### src/rtl/logic_unit_seq.sv
// Digit-serial bitwise logic unit: evaluates op(A, B) W bits per clock, lowest chunk first,
// under a start/busy/done handshake, with a zero flag on the completed result.
module logic_unit_seq #(
  parameter int N = 32,
  parameter int W = 8
) (
  input  logic         clk,
  input  logic         rst,
  input  logic         start,
  input  logic [2:0]   op,
  input  logic [N-1:0] A,
  input  logic [N-1:0] B,
  output logic         busy,
  output logic         done,
  output logic [N-1:0] C,
  output logic         zero
);

  localparam int K  = N / W;
  localparam int IW = $clog2(K + 1);

  localparam logic [1:0] S_IDLE = 2'd0;
  localparam logic [1:0] S_RUN  = 2'd1;
  localparam logic [1:0] S_DONE = 2'd2;

  if ((N % W) != 0) begin : g_bad_width
    $error("logic_unit_seq: N (%0d) must be an integer multiple of W (%0d)", N, W);
  end

  function automatic logic [W-1:0] apply_op(input logic [2:0] o,
                                             input logic [W-1:0] a,
                                             input logic [W-1:0] b);
    case (o)
      3'b000:  apply_op = a & b;
      3'b001:  apply_op = a | b;
      3'b010:  apply_op = a ^ b;
      3'b011:  apply_op = ~(a | b);
      3'b100:  apply_op = ~(a & b);
      3'b101:  apply_op = ~(a ^ b);
      3'b110:  apply_op = a & ~b;
      default: apply_op = a;
    endcase
  endfunction

  logic [1:0]    state_q, state_d;
  logic [IW-1:0] idx_q, idx_d;
  logic [2:0]    op_q, op_d;
  logic [N-1:0]  a_q, a_d;
  logic [N-1:0]  b_q, b_d;
  logic [N-1:0]  c_q, c_d;
  logic          nz_q, nz_d;
  logic          zero_q, zero_d;

  logic [31:0]   shamt;
  logic [N-1:0]  a_sh, b_sh;
  logic [W-1:0]  chunk;
  logic          last;

  always_comb begin
    state_d = state_q;
    idx_d   = idx_q;
    op_d    = op_q;
    a_d     = a_q;
    b_d     = b_q;
    c_d     = c_q;
    nz_d    = nz_q;
    zero_d  = zero_q;

    // Current chunk is brought down to bit 0 so the op function works on W bits only
    shamt = 32'(idx_q) * 32'(W);
    a_sh  = a_q >> shamt;
    b_sh  = b_q >> shamt;
    chunk = apply_op(op_q, a_sh[W-1:0], b_sh[W-1:0]);
    last  = (idx_q == IW'(K - 1));

    case (state_q)
      S_IDLE: begin
        if (start) begin
          a_d     = A;
          b_d     = B;
          op_d    = op;
          c_d     = '0;
          idx_d   = '0;
          nz_d    = 1'b0;
          state_d = S_RUN;
        end
      end
      S_RUN: begin
        // C was cleared on accept, so OR-ing the shifted chunk writes exactly that slice
        c_d   = c_q | (N'(chunk) << shamt);
        nz_d  = nz_q | (|chunk);
        idx_d = idx_q + IW'(1);
        if (last) begin
          zero_d  = ~(nz_q | (|chunk));
          state_d = S_DONE;
        end
      end
      S_DONE:  state_d = S_IDLE;
      default: state_d = S_IDLE;
    endcase
  end

  always_ff @(posedge clk or posedge rst) begin
    if (rst) begin
      state_q <= S_IDLE;
      idx_q   <= '0;
      op_q    <= '0;
      a_q     <= '0;
      b_q     <= '0;
      c_q     <= '0;
      nz_q    <= 1'b0;
      zero_q  <= 1'b0;
    end else begin
      state_q <= state_d;
      idx_q   <= idx_d;
      op_q    <= op_d;
      a_q     <= a_d;
      b_q     <= b_d;
      c_q     <= c_d;
      nz_q    <= nz_d;
      zero_q  <= zero_d;
    end
  end

  assign busy = (state_q == S_RUN);
  assign done = (state_q == S_DONE);
  assign C    = c_q;
  assign zero = zero_q;

endmodule

### config.mk
export PLATFORM = sky130hd
export DESIGN_NAME = logic_unit_seq
export DESIGN_NICKNAME = d
export VERILOG_FILES = /design/src/rtl/logic_unit_seq.sv
export SDC_FILE = /design/constraint.sdc
export NUM_CORES = 1
export LEC_CHECK = 0
export BUFFER_PORTS_ARGS = -buffer_cell sky130_fd_sc_hd__buf_2
export CAP_MARGIN = 10
export CELL_PAD_IN_SITES_DETAIL_PLACEMENT = 1
export CELL_PAD_IN_SITES_GLOBAL_PLACEMENT = 2
export CORE_UTILIZATION = 33
export CTS_CLUSTER_DIAMETER = 100
export CTS_CLUSTER_SIZE = 8
export DETAILED_ROUTE_END_ITERATION = 10
export PLACE_DENSITY = 0.82
export REMOVE_ABC_BUFFERS = 1
export SLEW_MARGIN = 20
export SYNTH_ARGS = -nofsm -noshare
export SYNTH_HDL_FRONTEND = slang
export SYNTH_SLANG_ARGS = --single-unit
export TNS_END_PERCENT = 100
### constraint.sdc
create_clock -name clk -period 4.4 [get_ports clk]
set_input_delay 0.88 -clock clk [delete_from_list [all_inputs] [get_ports clk]]
set_output_delay 0.88 -clock clk [all_outputs]
set_load 0.005 [all_outputs]
==> metrics.md, run 1 <==
| Metric | Value |
|---|---|
| Post-Syn Instances | 633 |
| Die height | 131 um |
| Pleak | 0.00340 uW |
| Fin crit share | between 80% and 90% |
| Clock network power share | around 16% |
| Buffer depth of the longest clock path | 2 |
| Tot GR Track Use | 18.7% |
| Worst min path class | reg2reg |
| Drt pass-1 iters | 4 |
| Post-synth top area share | 48.3% |
| CTS Sinks | between 100 and 150 |
| Clk slew on worst S/H paths | 0.07 ns |
| RePlAce Congestion | ~0.75 |
| Top cells by area, synth | dfrtp_1, nand2_1, ha_1 |
| Setup WS pre-CTS | just over 0.7 ns |
| Final WS setup | 0.709 ns |
| Int Power | 2870 uW |
| Top FF cell, synth | dfrtp_1 |
| Outcome | finished, final reports clean |
| Crit path capture type | flop |
| CP Launch Type | flop |
| Synthesis warning total | 0 |
| Port Buffer Count | 104 |
| Dominant cell type by area after synthesis | dfrtp_1 |
| Antenna violations before repair | 0 |
| Total grt overflow | 0 |
| # Post-CTS Setup Buffers | 0 |
| Die area | 17200 um^2 |
| Fillers | 1924 |
| First-pass GRT wire length | 24.5 mm |
| Combinational power share | 49.9% |
| IO Pins | 105 |
| Final number of setup-violating endpoints | 0 |
| Final Max Tran Viols | 0 |
| Initial core utilization | 34.2% |
| Max-slew headroom | 32.1% |
| Post-Route WL | roughly 15 mm |
| Skew final | 0.0111 ns |
| Die width | 131 um |
| Yosys reg bits | 106 |
| Worst Path Required | 4.65 ns |
| List of most frequent post-synthesis cells | nand2_1, dfrtp_1, a21oi_1 |
| Most common cell in the netlist | nand2_1 |
| Hold Fails Final Rpt | 0 |
| Number of synthesized flops with an enable pin | 0 |
| Num CTS Buffers | 9 |
| Placed cell count | 919 |
| Inserted Diodes | 0 |
| Mean Syn Cell Area | 8.68 um^2 |
| Crit path kind | reg2reg |
| Power per standard cell area | 806 nW/um^2 |
| Switching share of power | 44.8% |
| Wirelength per Cell | 15.9 um |
| Post_cts resized | 0 |
| Nets | 810 |
| Fmax | 0.271 GHz |
| Worst vdd ir | 0.000305 V |
| Hold-fix buffers, CTS | 0 |
| Vias in the first global route | 4766 |
| Core ar. | 16100 um^2 |
| CP Max Fanout | 16 |
| Initial drt markers | 173 |
| Root buf cell | clkbuf_16 |
| Clock latency on the worst-skew pair | 0.36 ns |
| Final setup TNS | 0 ns |
| TritonCTS clock tree | built |
| Area of the mapped netlist | 5490 um^2 |
| Tmin final | 3.69 ns |
| Half-perimeter wire length after detailed placement | 10.5 mm |
| Seq/Total Area, Yosys | about half |
| Post-Layout Cell Count | 935 |
| Share of post-route cells with drive strength above 1 | 20.3% |
| RSZ-0062 raised after global routing | no |
| Worst-Margin Slew | a little over 1 ns |
| CP arrival | around 3.9 ns |
| Switch Pwr | roughly 2300 uW |
| Row count | 46 |
| Synth cell types | 49 |
| Final core occ | around two fifths |
| Vias per std cell | 4.81 |
| Max_cap viols | 0 |
| Pin count of the biggest net entering global routing | about 100 |
| H-tree levels | 3 |
| Antenna viol nets, final | 0 |
| Via count | 4502 |
| Post-synth ARST share | 100% |
| Hold_ws | 0.479 ns |
| Sequential power share | 34.1% |
| P&R area growth vs syn | 17.5% |
| DRC | 0 |
==> layer usage <==
metal  global-route usage (%)  routed length (um)  part of all wire (%)  up-vias
met5                        0                   0                     0        -
li1                         -                   -                     -     2225
met4                     5.88                 193                   1.3        0
met3                     3.58                 511                   3.4       14
met2                     31.2                7280                    49       78
met1                     24.5                6900                    46     2185
==> critical path, stage by stage, from the launching register on <==
cell and delay [ns]:
dfrtp_2 0.60, buf_4 0.28, mux2i_1 0.22, o22a_1 0.26
inv_1 0.09, ha_1 0.31, nand2b_1 0.15, nand3_1 0.13
o31a_1 0.15, a22oi_2 0.12, or4_1 0.56, or4b_4 0.51
a22o_1 0.21
==> final cells by class <==
class,count,area (um^2),area share (%)
clock buffer,9,225,3.49
tap,216,270,4.19
multi-input combinational,461,2550,39.6
sequential,106,2650,41.1
inverter,25,98.8,1.53
timing repair buffer,111,573,8.88
clock inverter,7,77.6,1.20
==> power groups by stage <==
stage               sequential (uW)  combinational, uW  clock [uW]
finish                         1780               2590         831
global route                   1840               2950         900
CTS                            1780               2640         855
detailed placement             1790               2610           0
global placement               1770               2450           0
floorplan                      1750               1750           0
==> final timing paths <==
kind	start	end	slack (ns)	cells past startpoint
max	idx_q[1]	nz_q	0.71	12
min	a_q[25]	a_q[25]	0.48	2
max reg2reg	idx_q[1]	nz_q	0.71	12
min reg2reg	a_q[25]	a_q[25]	0.48	2
max in group asynchronous	rst	idx_q[1]	2.90	3
min in group asynchronous	rst	a_q[21]	0.66	2
==> flip-flops by register name, indices dropped and copies added (netlist names) <==
name and flops:
op_q 3, state_q 2, b_q 32, C 32
nz_q 1, idx_q 3, zero 1, a_q 32
==> through the flow <==
stage,area (um^2),total power (uW)
final,6450,5200
after global routing,6450,5690
after CTS,6450,5270
after detailed placement,6150,4400
after global placement,6150,4230
after floorplan,5280,3500
==> kinds of logic after synthesis <==
group | Yosys count | synth area share (%)
muxes | 28 | 5.13
AOI/OAI and AO/OA | 102 | 11.9
adders and majority gates | 26 | 5.92
buffers and inverters | 66 | 5.63
and+or+nand+nor | 302 | 22.7
xor gates and xnor gates | 3 | 0.478
DFF | 106 | 48.3
==> cell usage in the layout, fill, tap and decap left out, types with 4 or more instances in the layout <==
cell type	n
a21oi_1	47
mux2i_1	27
buf_4	7
inv_1	23
o22ai_1	6
nand2b_1	8
o221ai_1	4
a211oi_1	10
clkbuf_16	9
nand2_1	218
a22oi_1	4
nor2_1	42
nand3_1	9
buf_2	104
dfrtp_1	105
ha_1	26
o21ai_0	8
nor2b_1	10
No activity file was read; power rests on OpenSTA's default activity.
==> run 2, diff against run 1 <==
--- a/config.mk
+++ b/config.mk
@@ -9,11 +9,11 @@
 export CAP_MARGIN = 10
 export CELL_PAD_IN_SITES_DETAIL_PLACEMENT = 1
 export CELL_PAD_IN_SITES_GLOBAL_PLACEMENT = 2
-export CORE_UTILIZATION = 33
+export CORE_UTILIZATION = 30
 export CTS_CLUSTER_DIAMETER = 100
 export CTS_CLUSTER_SIZE = 8
 export DETAILED_ROUTE_END_ITERATION = 10
-export PLACE_DENSITY = 0.82
+export PLACE_DENSITY = 0.78
 export REMOVE_ABC_BUFFERS = 1
 export SLEW_MARGIN = 20
 export SYNTH_ARGS = -nofsm -noshare
==> constraint.sdc (replaced) <==
create_clock -name clk -period 3.12 [get_ports clk]
set_input_delay 0.624 -clock clk [delete_from_list [all_inputs] [get_ports clk]]
set_output_delay 0.624 -clock clk [all_outputs]
set_load 0.005 [all_outputs]
==> run 2 against run 1 <==
Compared with the run above:
- the flow now finishes with violations (setup timing)
- clock-buffer cell count up 4
- die area up 9.8%
- global-route usage down 1.1 points
- sequential power up 36%
- register-to-register slack worse by 0.78 ns
- fmax up 16%
- sequential cell count unchanged
- first-iteration DRC count down 6.4%
- clock power up 34%
- routed wire length up 6.9%
- design area up 11%
- critical endpoint unchanged
- largest cell class is now multi-input combinational cells
- largest power group unchanged
- highest routed layer unchanged
==> metrics.md, run 2 (synthesized netlist as in run 1, its figures left out) <==
| Metric | Value |
|---|---|
| Outcome | finished, violations left |
| Failing checks | setup timing |
| Port Buffer Count | around 100 |
| Placed inst area | 6470 um^2 |
| Placed cell count | 968 |
| P&R area growth vs syn | 30.1% |
| Die width | 137 um |
| Fillers | 2132 |
| Worst-Margin Slew | ~0.76 ns |
| Antenna viol nets, final | 0 |
| Die height | between 100 and 150 um |
| Commonest non-fill, non-tap cell in the layout | nand2_1 |
| Die area | 18900 um^2 |
| Setup WS pre-CTS | -0.189 ns |
| RSZ-0062 raised after global routing | yes |
| Pleak | 0.00369 uW |
| Hold Fails Final Rpt | 0 |
| Crit path kind | reg2reg |
| Hold-fix buffers, CTS | 0 |
| Skew final | 0.00756 ns |
| Tmin final | 3.19 ns |
| Max-slew headroom | between 40 and 50% |
| Sequential Area | 2650 um^2 |
| Final number of setup-violating endpoints | 2 |
| Vias per std cell | 4.78 |
| Core ar. | 18000 um^2 |
| TritonCTS clock tree | built |
| Max_cap viols | 0 |
| Pin count of the biggest net entering global routing | 65 |
| Nets | around 860 |
| Most frequent cells in the layout | nand2_1, dfrtp_1, buf_2 |
| Initial core utilization | 30.6% |
| Half-perimeter wire length after detailed placement | 11.5 mm |
| Final Max Tran Viols | 0 |
| Row count | 49 |
| Num CTS Buffers | 9 |
| Final WS setup | -0.0739 ns |
| Post-Route WL | 15.9 mm |
| RePlAce Congestion | 0.818 |
| CTS Sinks | ~110 |
| Multi-input logic area | 2800 um^2 |
| CP Max Fanout | 7 |
| Clock latency on the worst-skew pair | 0.36 ns |
| Vias in the first global route | 5194 |
| Clk slew on worst S/H paths | 0.07 ns |
| Worst min path class | in2async |
| Post-Layout Cell Count | 994 |
| Crit path capture type | flop |
| Inserted Diodes | 0 |
| Root buf cell | clkbuf_16 |
| Tot GR Track Use | 17.6% |
| CP Launch Type | flop |
| Total grt overflow | 0 |
| IO Pins | 105 |
| Power per standard cell area | approximately 1200 nW/um^2 |
| Final Cell Area | 7140 um^2 |
| Fmax | between 0.3 and 0.4 GHz |
| Initial drt markers | 162 |
| Fin crit share | 102% |
| Total chip power | 8650 uW |
| Share of post-route cells with drive strength above 1 | 30.8% |
| Buffer depth of the longest clock path | 2 |
| DRC | 0 |
| Via count | 4756 |
| CP arrival | 3.44 ns |
| First-pass GRT wire length | 25.6 mm |
| Antenna violations before repair | 0 |
| Worst vdd ir | 0.000463 V |
| Final core occ | just under 40% |
| Wirelength per Cell | ~16 um |
| Drt pass-1 iters | 4 |
| H-tree levels | 3 |
| Worst Path Required | 3.37 ns |
run 2: final timing paths:
check | from | endpoint | slack (ns) | cells after the start
hold reg to reg | b_q[22] | b_q[22] | 0.48 | 2
hold / removal | rst | C[23] | 0.26 | 2
setup / recovery | idx_q[1] | nz_q | -0.07 | 12
min in group clk | A[14] | a_q[14] | 0.45 | 3
setup reg to reg | idx_q[1] | nz_q | -0.07 | 12
max in group asynchronous | rst | idx_q[1] | 2.14 | 3
run 2: timing repair:
item                                    in CTS  in global routing
gates resized for setup                      6                 57
endpoints found under the setup margin       2                  2
pin swaps                                    0                 18
setup buffers                                3                  5
cloned                                       0                  2
run 2: metal layers:
| metal | global-route usage (%) | wire [um] | part of all wire [%] | vias up |
|---|---|---|---|---|
| li1 | - | - | - | 2320 |
| met1 | 22.5 | 7280 | 46 | 2344 |
| met2 | 29.6 | 7940 | 50 | 76 |
| met3 | 2.50 | 454 | 2.9 | 16 |
| met4 | 7.75 | 240 | 1.5 | 0 |
| met5 | 0 | 0 | 0 | - |
run 2: worst max-delay path: stages (launching register included):
cell and delay (ns):
dfrtp_2 0.48, buf_12 0.17, buf_12 0.14, mux2i_4 0.18
o22ai_4 0.24, ha_2 0.26, nor2_2 0.05, a21oi_2 0.13
a211oi_2 0.09, a2bb2oi_2 0.16, or4_1 0.48, or4b_4 0.50
a22o_1 0.21
run 2: through the flow:
step / hold WS [ns] / TNS (ns)
floorplan: 0.438 / -32.64
global placement: 0.453 / -0.107
detailed placement: 0.462 / -0.365
CTS: 0.280 / -0.114
global route: 0.304 / -0.368
finish: 0.263 / -0.138
run 2: report_power, final:
group	internal, uW	total [uW]	switching, uW	leakage [uW]
Clock	589	1110	517	0.000140
Combinational	2340	5120	2780	0.00221
Sequential	1980	2420	438	0.00134
run 2: area by class of cell:
cell class                 count  area share [%]
multi-input combinational    461            39.2
tap                          229            4.01
clock inverter                 3           0.315
clock buffer                  13            3.64
inverter                      25            1.35
timing repair buffer         157            14.4
sequential                   106            37.1
